[config.mk]
export PLATFORM = sky130hd
export DESIGN_NAME = soma_pipe_flat
export DESIGN_NICKNAME = d
export VERILOG_FILES = /design/src/rtl/soma_if.sv /design/src/rtl/soma_pipe.sv /design/src/flat_wrapper.sv
export SDC_FILE = /design/constraint.sdc
export NUM_CORES = 1
export LEC_CHECK = 0
export CORE_MARGIN = 4
export CORE_UTILIZATION = 48
export CTS_CLUSTER_DIAMETER = 80
export CTS_CLUSTER_SIZE = 40
export DETAILED_ROUTE_END_ITERATION = 12
export PLACE_DENSITY_LB_ADDON = 0.12
export SLEW_MARGIN = 40
export SYNTH_ARGS = -nofsm -noshare
export SYNTH_HDL_FRONTEND = slang
export SYNTH_SLANG_ARGS = --single-unit
[constraint.sdc]
create_clock -name clk -period 1.9 [get_ports clk]
set_input_delay 0.19 -clock clk [delete_from_list [all_inputs] [get_ports clk]]
set_output_delay 0.19 -clock clk [all_outputs]
set_load 0.01 [all_outputs]
[src/rtl/soma_if.sv]
// Operand/result handshake bundle for soma_pipe: the producer/consumer side uses
// the master modport and the arithmetic unit uses the slave modport.
interface soma_if #(
  parameter int W = 10
);
  logic         in_valid;
  logic         in_ready;
  logic [W-1:0] a;
  logic [W-1:0] b;
  logic         op;
  logic         cin;
  logic         out_valid;
  logic         out_ready;
  logic [W-1:0] s;
  logic         cout;
  logic         ovf;

  modport master (
    output in_valid, a, b, op, cin, out_ready,
    input  in_ready, out_valid, s, cout, ovf
  );

  modport slave (
    input  in_valid, a, b, op, cin, out_ready,
    output in_ready, out_valid, s, cout, ovf
  );
endinterface

[src/rtl/soma_pipe.sv]
// Pipelined W-bit add/subtract: the carry chain is cut into STAGES chunks, one per register stage.
// Optional macro SOMA_SAT_EN: on signed overflow the last stage saturates s to the signed limit.
module soma_pipe #(
  parameter int W      = 10,
  parameter int STAGES = 2
) (
  input  logic   clk,
  input  logic   rst_n,
  soma_if.slave  bus
);
  localparam int CW = W / STAGES;

  if ((STAGES < 1) || (STAGES > W) || ((W % STAGES) != 0)) begin : g_bad_cfg
    $error("soma_pipe: W must be a multiple of STAGES and 1 <= STAGES <= W");
  end

  logic [W-1:0]      bp0;
  logic              c0;
  logic [STAGES-1:0] vld;
  logic [STAGES-1:0] ld;

  assign bp0 = bus.op ? ~bus.b : bus.b;
  assign c0  = bus.op | bus.cin;

  // A stage may load unless it and every stage after it is full while the output stalls.
  always_comb begin : p_load
    logic full_run;
    full_run = 1'b1;
    ld       = '0;
    for (int k = STAGES - 1; k >= 0; k--) begin
      full_run = full_run & vld[k];
      ld[k]    = bus.out_ready | ~full_run;
    end
  end

  assign bus.in_ready = ld[0];

  for (genvar gi = 0; gi < STAGES; gi++) begin : g_stage
    logic                  up_vld;
    logic [W-1:gi*CW]      a_up;
    logic [W-1:gi*CW]      bp_up;
    logic                  c_up;
    logic [CW:0]           chunk;
    logic [(gi+1)*CW-1:0]  sum_next;
    logic [(gi+1)*CW-1:0]  sum_d;
    logic [(gi+1)*CW-1:0]  sum_r;
    logic                  c_r;
    logic                  vld_r;

    if (gi == 0) begin : g_first
      assign up_vld   = bus.in_valid;
      assign a_up     = bus.a;
      assign bp_up    = bp0;
      assign c_up     = c0;
      assign sum_next = chunk[CW-1:0];
    end else begin : g_rest
      assign up_vld   = g_stage[gi-1].vld_r;
      assign a_up     = g_stage[gi-1].g_fwd.a_r;
      assign bp_up    = g_stage[gi-1].g_fwd.bp_r;
      assign c_up     = g_stage[gi-1].c_r;
      assign sum_next = {chunk[CW-1:0], g_stage[gi-1].sum_r};
    end

    assign chunk = {1'b0, a_up[gi*CW +: CW]} + {1'b0, bp_up[gi*CW +: CW]}
                 + {{CW{1'b0}}, c_up};

    // Only the operand chunks still to be summed travel on to later stages.
    if (gi < STAGES - 1) begin : g_fwd
      logic [W-1:(gi+1)*CW] a_r;
      logic [W-1:(gi+1)*CW] bp_r;

      always_ff @(posedge clk or negedge rst_n) begin
        if (!rst_n) begin
          a_r  <= '0;
          bp_r <= '0;
        end else if (ld[gi] && up_vld) begin
          a_r  <= a_up[W-1:(gi+1)*CW];
          bp_r <= bp_up[W-1:(gi+1)*CW];
        end
      end

      assign sum_d = sum_next;
    end else begin : g_last
      logic ovf_next;
      logic ovf_r;

      // Overflow: both operands share a sign that the result does not.
      assign ovf_next = (a_up[W-1] ~^ bp_up[W-1]) & (sum_next[W-1] ^ a_up[W-1]);

`ifdef SOMA_SAT_EN
      assign sum_d = !ovf_next ? sum_next
                   : (a_up[W-1] ? {1'b1, {(W-1){1'b0}}} : {1'b0, {(W-1){1'b1}}});
`else
      assign sum_d = sum_next;
`endif

      always_ff @(posedge clk or negedge rst_n) begin
        if (!rst_n) begin
          ovf_r <= 1'b0;
        end else if (ld[gi] && up_vld) begin
          ovf_r <= ovf_next;
        end
      end
    end

    always_ff @(posedge clk or negedge rst_n) begin
      if (!rst_n) begin
        vld_r <= 1'b0;
        c_r   <= 1'b0;
        sum_r <= '0;
      end else if (ld[gi]) begin
        vld_r <= up_vld;
        if (up_vld) begin
          c_r   <= chunk[CW];
          sum_r <= sum_d;
        end
      end
    end

    assign vld[gi] = vld_r;
  end

  assign bus.out_valid = vld[STAGES-1];
  assign bus.s         = g_stage[STAGES-1].sum_r;
  assign bus.cout      = g_stage[STAGES-1].c_r;
  assign bus.ovf       = g_stage[STAGES-1].g_last.ovf_r;
endmodule
[src/flat_wrapper.sv]
// flat-port wrapper written by rule: the top's interface ports become plain ports
module soma_pipe_flat 
#(
  parameter int W      = 10,
  parameter int STAGES = 2
)
  (clk, rst_n, bus_in_valid, bus_a, bus_b, bus_op, bus_cin, bus_out_ready, bus_in_ready, bus_out_valid, bus_s, bus_cout, bus_ovf);
  soma_if #(.W(W)) bus_i ();
  input  logic clk;
  input  logic rst_n;
  input wire logic [$bits(bus_i.in_valid)-1:0] bus_in_valid;
  input wire logic [$bits(bus_i.a)-1:0] bus_a;
  input wire logic [$bits(bus_i.b)-1:0] bus_b;
  input wire logic [$bits(bus_i.op)-1:0] bus_op;
  input wire logic [$bits(bus_i.cin)-1:0] bus_cin;
  input wire logic [$bits(bus_i.out_ready)-1:0] bus_out_ready;
  output wire logic [$bits(bus_i.in_ready)-1:0] bus_in_ready;
  output wire logic [$bits(bus_i.out_valid)-1:0] bus_out_valid;
  output wire logic [$bits(bus_i.s)-1:0] bus_s;
  output wire logic [$bits(bus_i.cout)-1:0] bus_cout;
  output wire logic [$bits(bus_i.ovf)-1:0] bus_ovf;
  assign bus_i.in_valid = bus_in_valid;
  assign bus_i.a = bus_a;
  assign bus_i.b = bus_b;
  assign bus_i.op = bus_op;
  assign bus_i.cin = bus_cin;
  assign bus_i.out_ready = bus_out_ready;
  assign bus_in_ready = bus_i.in_ready;
  assign bus_out_valid = bus_i.out_valid;
  assign bus_s = bus_i.s;
  assign bus_cout = bus_i.cout;
  assign bus_ovf = bus_i.ovf;
  soma_pipe #(.W(W), .STAGES(STAGES)) u_core (.clk(clk), .rst_n(rst_n), .bus(bus_i));
endmodule
## Word level (Yosys, flattened, before mapping)

Cells that the tools add are included.

- Register bits: 30
- Output and inout port bits: 14

- Add/subtract/negate cells: 4
- Multiplexer cells: 1
- Bitwise logic cells: 10
- Reduce and logical (&&, ||, !) cells: 4

Operator list:

| cell | number |
|---|---|
| $add A5 B5 Y6 | 2 |
| $add A6 B1 Y6 | 2 |
| $mux W10 | 1 |
| $not A10 Y10 | 1 |
| $reduce_and A2 Y1 | 2 |
| $or A1 B1 Y1 | 3 |
| $and A1 B1 Y1 | 2 |
| $logic_and A1 B1 Y1 | 2 |
| $not A1 Y1 | 2 |
| $xnor A1 B1 Y1 | 1 |
| $xor A1 B1 Y1 | 1 |

## Logic depth before layout (Yosys ltp)

Gate-level depths: netlist of the first run.

- Word-level depth: 4
- Mapped depth: 8
- Gate-level depth less buffers: 8

## Least setup slack after synthesis of the first run

OpenSTA, ideal clock, no wires.

- Path kind: input to register
- Start: input port bus_op
- End: register u_core.g_stage[0].sum_r[4]
- Library setup time: 126 ps
- Data arrival time: 2005 ps
- Required time: 1774 ps
- Setup slack: -231 ps
- Stages: 8
- Buffers on the path: 1
- Cell sequence: buf_2 -> or2_2 -> fa_1 -> fa_1 -> a21o_1 -> a21oi_1 -> xor2_1 -> o21ai_0

- Cells in the longest elaborated chain, start to end: 3
- Elaborated cells between the ends (all ways): 4
- Classes of those cells: add/sub (2); mux (1); bitwise (1)

RTL lines:

| element | line | RTL |
|---|---|---|
| start: declaration | flat_wrapper.sv:14 | `input wire logic [$bits(bus_i.op)-1:0] bus_op;` |
| $mux W10 | soma_pipe.sv:22 | `assign bp0 = bus.op ? ~bus.b : bus.b;` |
| $add A5 B5 Y6 | soma_pipe.sv:64 | `assign chunk = {1'b0, a_up[gi*CW +: CW]} + {1'b0, bp_up[gi*CW +: CW]}` |
| $add A6 B1 Y6 * | soma_pipe.sv:65 | `+ {{CW{1'b0}}, c_up};` |
| end signal: assignment | soma_pipe.sv:115 | `sum_r <= sum_d;` |
| end: declaration | soma_pipe.sv:46 | `logic [(gi+1)*CW-1:0] sum_r;` |

Every way passes the cells marked *; elsewhere a longest branch is shown, timed or not.
A chain may end at the register's enable or synchronous reset.

## Worst setup path in the final report of the first run

- Start: register u_core.g_stage[0].g_fwd.bp_r[5] (netlist bit)
- End: register u_core.g_stage[1].g_last.ovf_r, in the netlist u_core.bus.ovf

- Cells in the longest elaborated chain, start to end: 4

RTL lines:

| element | line | RTL |
|---|---|---|
| start: declaration | soma_pipe.sv:70 | `logic [W-1:(gi+1)*CW] bp_r;` |
| start signal: assignment | soma_pipe.sv:78 | `bp_r <= bp_up[W-1:(gi+1)*CW];` |
| $add A5 B5 Y6 | soma_pipe.sv:64 |  |
| $add A6 B1 Y6 | soma_pipe.sv:65 |  |
| $xor A1 B1 Y1 | soma_pipe.sv:88 | `assign ovf_next = (a_up[W-1] ~^ bp_up[W-1]) & (sum_next[W-1] ^ a_up[W-1]);` |
| $and A1 B1 Y1 | soma_pipe.sv:88 |  |
| end signal: assignment | soma_pipe.sv:101 | `ovf_r <= ovf_next;` |
| end: declaration | soma_pipe.sv:85 | `logic ovf_r;` |

No other way between the ends.

==> results of run 1 <==
through the flow:
| step | utilization [%] | TNS [ps] |
|---|---|---|
| 2_1_floorplan | - | -72.8 |
| 3_3_place_gp | 65.5 | -1630 |
| 3_5_place_dp | 65.5 | -1970 |
| 4_1_cts | 67.1 | -2.41 |
| 5_1_grt | 67.8 | -73.2 |
| 6_report | 67.8 | 0 |
layer usage:
layer	routed length (um)	GRT usage [%]
met2	1360	24.1
met3	184	5.47
met5	0	0
met1	1180	19.5
met4	54	6.22
logic make-up after synthesis:
group | Yosys count | share of synthesized area (%)
adders and majority gates | 12 | 11.5
DFF | 30 | 47.7
xor gates and xnor gates | 16 | 8.91
AOI/OAI and AO/OA | 24 | 9.94
buffers and inverters | 8 | 3.18
muxes | 13 | 9.79
and+or+nand+nor | 28 | 8.99
how the worst max path moves through the flow:
| stage | start | endpoint | depth (start not counted) |
|---|---|---|---|
| 3_5_place_dp | bus_op | u_core.g_stage[0].sum_r[4] | 8 |
| 4_1_cts | bus_cin | u_core.g_stage[0].sum_r[4] | 8 |
| 5_1_grt | u_core.g_stage[0].g_fwd.bp_r[5] | u_core.bus.ovf | 8 |
| 6_report | u_core.g_stage[0].g_fwd.bp_r[5] | u_core.bus.ovf | 8 |
| 2_1_floorplan | bus_op | u_core.g_stage[0].sum_r[4] | 8 |
| 3_3_place_gp | bus_op | u_core.g_stage[0].sum_r[4] | 8 |
cell type report:
class / instances / area (um2) / share of cell area [%]
clock buffers: 7 / 45.0 / 2.14
inverters: 4 / 15.0 / 0.713
multi-input cells: 93 / 796 / 37.8
flip-flops and latches: 30 / 751 / 35.7
well taps: 44 / 55.1 / 2.62
repair buffers: 46 / 443 / 21.0
synth_stat cells:
library cell | n | area [um2]
dfrtp_1 | 30 | 751
nand2_1 | 13 | 48.8
mux2_2 | 11 | 124
o21ai_0 | 11 | 55.1
xor2_1 | 9 | 78.8
ha_1 | 8 | 100
xnor2_1 | 7 | 61.3
nor2_1 | 5 | 18.8
fa_1 | 4 | 80.1
inv_1 | 4 | 15.0
a21oi_1 | 3 | 15.0
a21o_1 | 2 | 15.0
a21oi_2 | 2 | 17.5
buf_6 | 2 | 22.5
mux2_4 | 2 | 30.0
nand2b_1 | 2 | 12.5
nor3_1 | 2 | 10.0
o31ai_1 | 2 | 15.0
a2111oi_2 | 1 | 15.0
a211oi_1 | 1 | 7.51
a22oi_1 | 1 | 7.51
buf_2 | 1 | 5.00
buf_4 | 1 | 7.51
nand2_2 | 1 | 6.26
nand2_4 | 1 | 11.3
nand2b_2 | 1 | 8.76
nand3b_2 | 1 | 11.3
nor3b_1 | 1 | 7.51
o21ai_2 | 1 | 8.76
or2_2 | 1 | 6.26
state kept, by name, summed over array words and instances (netlist names):
| register | cells |
|---|---|
| u_core.bus.s | 10 |
| u_core.g_stage.g_fwd.a_r | 5 |
| u_core.g_stage.g_fwd.bp_r | 5 |
| u_core.g_stage.sum_r | 5 |
| u_core.bus.cout | 1 |
| u_core.bus.out_valid | 1 |
| u_core.bus.ovf | 1 |
| u_core.g_stage.c_r | 1 |
| u_core.g_stage.vld_r | 1 |
where the power goes:
group          internal, W  switching [W]
Combinational     0.000504       0.000354
Sequential        0.000820       0.000101
Clock             0.000139       0.000193
Total              0.00146       0.000648
repair_timing:
action,CTS,global route
pin swaps,4,9
setup endpoints to repair,5,4
hold buffers,0,0
gates cloned,0,0
gates resized for setup,3,9
buffers inserted,0,2
hold endpoints to repair,0,0
==> out/metrics.cfg, run 1 <==
[outcome]
status = finished, final reports clean

[route]
drtIter0Drc = 33
drtAntennaViolNets = 0
dr_total_vias = 1088
drt_wl_total_mm = 2.78
first_pass_iters = 4
drc = 0
via_per_inst = 4.86
wire_per_inst_um = 12.4

[power_and_ir_drop]
ir_worst_vdd_mv = 0.388
p_leak_nw = 0.929
powerDensity_nw_per_um2 = 1000
p_total_w = 0.00211

[clocking]
cts.sink_count = 30
clk_pin_slew_ps = 90
clockBufferDepth = 2
cts_tree = yes
clk_latency_ps = 320
cts_root_buf = clkbuf_4
cts_buffers = 5
htreeDepth = 2

[setup_path]
critPathArrivalTime_ps = 2070
crit_family = compound AO/OA/AOI/OAI gates
cp_slowest_cell = dfrtp_1
regToRegSetupSlack_ps = 60
r2r_start = u_core.g_stage[0].g_fwd.bp_r[5]
path_cells = inv_2 -> fa_2 -> inv_2 -> fa_2 -> a21o_1 -> a21oi_2 -> xor2_1 -> o31ai_1
ff2ff_path_depth = 8
cp_max_fo = 2
crit-reg2reg-capture = u_core.bus.ovf
critPathKind = reg2reg
cp-start-kind = flip-flop
critPathRequiredTime_ps = 2130
cp_slowest_stage_delay_ps = 380
critPathCaptureType = flip-flop
cp_num_buf_inv = 2

[timing]
slew_viol_final = 0
worst_slew_pin_slew_ps = 370
fin_crit_sh_pct = 97.0
slew-limit-headroom_pct = 75.3
fin_ws_ps = 56.7
skew_ps = 8.40
hold_viol = 0
setup_viol = 0
whs_ps = 247
fmax_mhz = 543
rsz0062_at_grt = yes
finalCriticalPeriod_ps = 1840

[placement]
dp_slack_ps = -516
place.port_buffers = 39
dp.cells = 215
placed_area_um2 = 2030
gp_congestion = 0.748
place_hpwl_mm = 2.16

[synth]
syn_area_um2 = 1570
synthDistinctLibCells = 30
yosysWarnings = 0
synth-seq-cells = 30
synth_seq_area_share_pct = 47.7
syn_avg_cell_area_um2 = 12.0
postSynthCellCount = 131
syn-num-nets = 169

[global_routing]
grt_pass1_vias = 1115
grt_max_degree = 31
grt_overflow_total = 0
track_usage_pct = 15.5
grt_pass1_wl_mm = 4.97
antenna_found_initial = 0

[layout]
diodes = 0
fin_cells = 224
final_cell_mix = clkdlybuf4s50_1 (36), dfrtp_1 (30), nand2_1 (13), mux2_2 (11), o21ai_0 (10)
drive_gt1_share_pct = 25.0
num-nets-final = 218
layout_commonest_cell = clkdlybuf4s50_1
syn_to_final_growth_pct = 33.8
finalInstanceArea_um2 = 2100
nFillCells = 272

[die]
die-area_um2 = 4260
num_io_pins = 40
die_h_um = 65.2
start_util_pct = 50.7
core-area_um2 = 3100
die-width_um = 65.2
rows = 20

[flow_run]
maxCapViolations = 0

[hold_path]
min_path_type = in2async

Power figures use the tool's default switching activity.
==> run 2: changes to the inputs <==
clock period = 2 ns   (was 1.9 ns; I/O delays follow)
==> out/metrics.cfg, run 2 (synthesis gave the netlist of run 1 again) <==
[outcome]
status = finished, final reports clean  ; unchanged

[timing]
fin_setup_tns_ps = 0  ; unchanged
rsz0062_at_grt = yes  ; unchanged
fmax_mhz = 518
setup_viol = 0  ; unchanged
fin_crit_sh_pct = 96.5
slew_viol_final = 0  ; unchanged
worst_slew_pin_slew_ps = 375  ; was 370 ps
hold_viol = 0  ; unchanged
skew_ps = 3.87  ; was 8.40 ps
slew-limit-headroom_pct = 75.0  ; was 75.3%
finalCriticalPeriod_ps = 1930

[die]
die_h_um = 65.2  ; unchanged
num_io_pins = 40  ; unchanged
die-width_um = 65.2  ; unchanged
start_util_pct = 50.7  ; unchanged
core-area_um2 = 3100  ; unchanged
die-area_um2 = 4260  ; unchanged
rows = 20  ; unchanged

[setup_path]
critPathRequiredTime_ps = 2210  ; was 2130 ps
critPathKind = in2reg  ; was reg2reg
critPathArrivalTime_ps = 2140  ; was 2070 ps
cp-start-kind = primary input  ; was flip-flop
critPathCaptureType = flip-flop  ; unchanged
r2r_start = u_core.g_stage[0].g_fwd.bp_r[5]  ; unchanged
critPathLaunch = bus_cin  ; was u_core.g_stage[0].g_fwd.bp_r[5]
cp_max_fo = 2  ; unchanged
cp_slowest_stage_delay_ps = 410  ; was 380 ps
path_common_cell = fa_2
cp_slowest_cell = fa_2  ; was dfrtp_1
path_cells = clkdlybuf4s50_1 -> or2_4 -> fa_2 -> fa_2 -> a21o_1 -> a21oi_2 -> xor2_1 -> o21ai_1  ; was inv_2 -> fa_2 -> inv_2 -> fa_2 -> a21o_1 -> a21oi_2 -> xor2_1 -> o31ai_1

[layout]
layout_commonest_cell = clkdlybuf4s50_1  ; unchanged
largest_reg_flops = 10  ; unchanged
final_cell_mix = clkdlybuf4s50_1 (38), dfrtp_1 (30), nand2_1 (13), mux2_2 (11), o21ai_0 (10)  ; was clkdlybuf4s50_1 (36), dfrtp_1 (30), nand2_1 (13), mux2_2 (11), o21ai_0 (10)
drive_gt1_share_pct = 21.1  ; was 25.0%
syn_to_final_growth_pct = 33.1  ; was 33.8%
num-nets-final = 218  ; unchanged
diodes = 0  ; unchanged
fin_util_pct = 67.5  ; was 67.8%

[power_and_ir_drop]
powerDensity_nw_per_um2 = 954  ; was 1000 nW/um2
pwr-share-seq_pct = 43.7  ; was 43.6%
p_int_w = 0.00138  ; was 0.00146 W
power_switching_w = 0.000614  ; was 0.000648 W
comb_power_share_pct = 40.2  ; was 40.7%
p_leak_nw = 0.915  ; was 0.929 nW
p_clk_share_pct = 16.1  ; was 15.7%
ir_worst_vdd_mv = 0.341  ; was 0.388 mV
p_sw_share_pct = 30.7  ; about the same

[route]
dr_total_vias = 1097  ; was 1088
drc = 0  ; unchanged
drtAntennaViolNets = 0  ; unchanged
via_per_inst = 4.90  ; was 4.86
first_pass_iters = 6  ; was 4
drtIter0Drc = 37  ; was 33
drt_wl_total_mm = 2.81  ; was 2.78 mm
wire_per_inst_um = 12.5  ; was 12.4 um

[placement]
place.port_buffers = 39  ; unchanged
place_hpwl_mm = 2.17  ; was 2.16 mm
gp_congestion = 0.810  ; was 0.748

[flow_run]
maxCapViolations = 0  ; unchanged

[clocking]
clk_pin_slew_ps = 90  ; about the same
clk_latency_ps = 320  ; about the same
cts_buffers = 5  ; unchanged
ctsHoldBuffers = 0  ; unchanged
htreeDepth = 2  ; unchanged
cts_tree = yes  ; unchanged
clockBufferDepth = 2  ; unchanged
cts_root_buf = clkbuf_4  ; unchanged
cts.sink_count = 30  ; unchanged

[hold_path]
min_path_type = in2async  ; unchanged

[global_routing]
grt_max_degree = 31  ; unchanged
track_usage_pct = 15.0  ; was 15.5%
grt_overflow_total = 0  ; unchanged
grt_pass1_wl_mm = 4.82  ; was 4.97 mm
grt_pass1_vias = 1138  ; was 1115
antenna_found_initial = 0  ; unchanged

## run 2: final cells by class
cell class	count	area, um2
well taps	44	55.1
repair buffers	46	442
flip-flops and latches	30	751
inverters	4	15.0
multi-input cells	93	786
clock buffers	7	45.0
fillers	272	1010
## run 2: worst max-delay path, delay by kind of cell
family,cells,cell delay (ps)
XOR/XNOR,1,150
AO/OA/AOI/OAI,3,360
adder cells (fa/ha/maj),2,790
AND/OR/NAND/NOR,1,230
buffers and inverters,1,400
## run 2: power groups by stage
stage / combinational (W) / clock (W) / sequential [W]
finish: 0.000802 / 0.000322 / 0.000872
detailed placement: 0.000806 / 0 / 0.000888
global route: 0.000874 / 0.000368 / 0.000900
floorplan: 0.000396 / 0 / 0.000923
CTS: 0.000807 / 0.000337 / 0.000875
global placement: 0.000790 / 0 / 0.000877
## run 2: per-layer routing
metal | vias up | part of all wire, % | GRT usage [%]
li1 | 542 | - | -
met1 | 515 | 40 | 15.2
met2 | 38 | 53 | 27.1
met3 | 2 | 6.6 | 5.64
met4 | 0 | 1.0 | 6.99
met5 | - | 0 | 0
## run 2: metrics by stage
step | hold slack (ps) | setup WS, ps | cell area, um2 | power, W | cells
after CTS | 255 | 74.2 | 2080 | 0.00202 | 223
after detailed placement | 468 | -441 | 2040 | 0.00169 | 216
after global placement | 461 | -372 | 2040 | 0.00167 | 216
after floorplan | -95.6 | 2.50 | 1580 | 0.00132 | 131
after global routing | 272 | -0.0280 | 2090 | 0.00214 | 224
final | 251 | 69.7 | 2090 | 0.00200 | 224
## run 2: path summary, 6_finish.rpt
kind	end	slack [ps]	cells after the start
min in group clk	u_core.bus.s[5]	480	2
hold reg to reg	u_core.bus.s[5]	480	2
setup / recovery	u_core.g_stage[0].sum_r[4]	70	8
max in group asynchronous	u_core.bus.s[7]	1470	2
hold / removal	u_core.bus.out_valid	250	2
setup reg to reg	u_core.bus.s[9]	110	8
## run 2: repair_timing
| action | 4_1_cts | 5_1_grt |
|---|---|---|
| resized for setup | 1 | 3 |
| setup buffers | 0 | 1 |
| endpoints found under the setup margin | 1 | 2 |
| endpoints found under the hold margin | 0 | 0 |
| pin swaps | 0 | 5 |
==> run 3: changes to the inputs <==
PLACE_DENSITY = 0.85   (was default)
PLACE_DENSITY_LB_ADDON = default   (was 0.12)
==> out/metrics.cfg, run 3 (synthesis gave the netlist of run 1 again) <==
[outcome]
status = finished, final reports clean  ; unchanged

[clocking]
clk_latency_ps = 340  ; was 320 ps
clockBufferDepth = 2  ; unchanged
post-cts-setup-buffers = 0  ; unchanged
ctsHoldBuffers = 0  ; unchanged
cts_buffers = 5  ; unchanged
cts.sink_count = 30  ; unchanged
htreeDepth = 2  ; unchanged
cts_tree = yes  ; unchanged
clk_pin_slew_ps = 90  ; about the same
cts_root_buf = clkbuf_4  ; unchanged

[route]
drtAntennaViolNets = 0  ; unchanged
drtIter0Drc = 22  ; was 37
drt_wl_total_mm = 3.09  ; was 2.81 mm
wire_per_inst_um = 14.0  ; was 12.5 um
first_pass_iters = 4  ; was 6
via_per_inst = 5.12  ; was 4.90
dr_total_vias = 1131  ; was 1097
drc = 0  ; unchanged

[timing]
skew_ps = 10.6  ; was 3.87 ps
setup_viol = 0  ; unchanged
worst_slew_pin_slew_ps = 372  ; was 375 ps
fin_setup_tns_ps = 0  ; unchanged
slew-limit-headroom_pct = 75.2  ; was 75.0%
fmax_mhz = 527  ; was 518 MHz
fin_ws_ps = 101  ; was 69.7 ps
hold_viol = 0  ; unchanged
rsz0062_at_grt = no  ; was yes
fin_crit_sh_pct = 94.9  ; was 96.5%
whs_ps = 251  ; about the same
slew_viol_final = 0  ; unchanged
finalCriticalPeriod_ps = 1900  ; was 1930 ps

[hold_path]
min_path_type = in2async  ; unchanged

[layout]
largest_reg_flops = 10  ; unchanged
layout_commonest_cell = clkdlybuf4s50_1  ; unchanged
fin_cells = 221  ; was 224
fin_util_pct = 67.2  ; was 67.5%
diodes = 0  ; unchanged
syn_to_final_growth_pct = 32.6  ; was 33.1%
final_cell_mix = clkdlybuf4s50_1 (38), dfrtp_1 (30), nand2_1 (13), mux2_2 (11), o21ai_0 (10)  ; unchanged
num-nets-final = 214  ; was 218
drive_gt1_share_pct = 21.5  ; was 21.1%

[global_routing]
grt_overflow_total = 0  ; unchanged
grt_pass1_wl_mm = 5.13  ; was 4.82 mm
track_usage_pct = 16.4  ; was 15.0%
grt_max_degree = 31  ; unchanged
antenna_found_initial = 0  ; unchanged
grt_pass1_vias = 1237  ; was 1138

[die]
die-width_um = 65.2  ; unchanged
start_util_pct = 50.7  ; unchanged
core-area_um2 = 3100  ; unchanged
die_h_um = 65.2  ; unchanged
num_io_pins = 40  ; unchanged
die-area_um2 = 4260  ; unchanged
rows = 20  ; unchanged

[setup_path]
critPathKind = in2reg  ; unchanged
critPathRequiredTime_ps = 2210  ; about the same
cp_max_fo = 2  ; unchanged
critPathArrivalTime_ps = 2110  ; was 2140 ps
cp-start-kind = primary input  ; unchanged
regToRegSetupSlack_ps = 120  ; was 110 ps
critPathCaptureType = flip-flop  ; unchanged

[placement]
dp.cells = 213  ; was 216
dp_slack_ps = -462  ; was -441 ps
gp_congestion = 0.854  ; was 0.810
place.port_buffers = 39  ; unchanged
place_hpwl_mm = 2.37  ; was 2.17 mm

[power_and_ir_drop]
p_leak_nw = 0.905  ; was 0.915 nW
powerDensity_nw_per_um2 = 984  ; was 954 nW/um2
ir_worst_vdd_mv = 0.356  ; was 0.341 mV

[flow_run]
maxCapViolations = 0  ; unchanged

-- run 3: where the power goes --
| group | switching [W] | internal, W | leakage (nW) | total (W) |
|---|---|---|---|---|
| clock network | 0.000205 | 0.000170 | 0.0353 | 0.000375 |
| logic | 0.000343 | 0.000460 | 0.513 | 0.000803 |
| registers | 0.0000954 | 0.000779 | 0.357 | 0.000874 |
-- run 3: critical path, stage by stage --
cell and delay [ps]:
clkdlybuf4s50_1 420, xor2_1 170, fa_2 390, fa_2 370
a21o_1 170, a21oi_2 140, xor2_1 160, o21ai_1 80
-- run 3: area by class of cell --
type / instances / area (um2)
repair buffers: 42 / 412
well taps: 44 / 55.1
multi-input cells: 93 / 793
fillers: 265 / 1020
clock buffers: 7 / 55.1
flip-flops and latches: 30 / 751
clock inverters: 1 / 5.00
inverters: 4 / 15.0
-- run 3: per-stage QoR --
step / area [um2] / power (W)
floorplan: 1580 / 0.00132
global placement: 2010 / 0.00165
detailed placement: 2010 / 0.00170
CTS: 2070 / 0.00207
global route: 2090 / 0.00219
finish: 2090 / 0.00205
-- run 3: final timing paths --
kind,startpoint,end,depth (start not counted)
max,bus_b[0],u_core.g_stage[0].sum_r[4],8
min,rst_n,u_core.bus.out_valid,2
max reg2reg,u_core.g_stage[0].g_fwd.a_r[5],u_core.bus.ovf,8
min reg2reg,u_core.bus.s[8],u_core.bus.s[8],2
max in group asynchronous,rst_n,u_core.bus.s[3],2
min in group clk,bus_a[8],u_core.g_stage[0].g_fwd.a_r[8],2
-- run 3: timing repair --
item | 4_1_cts | 5_1_grt
resized for setup | 1 | 5
setup endpoints to repair | 2 | 4
pin swaps | 0 | 2
-- run 3: per-layer routing --
metal | GRT usage, % | routed length (um) | vias to the layer above
li1 | - | - | 533
met1 | 15.6 | 1170 | 555
met2 | 30.0 | 1650 | 36
met3 | 5.98 | 194 | 7
met4 | 9.59 | 77 | 0
met5 | 0 | 0 | -
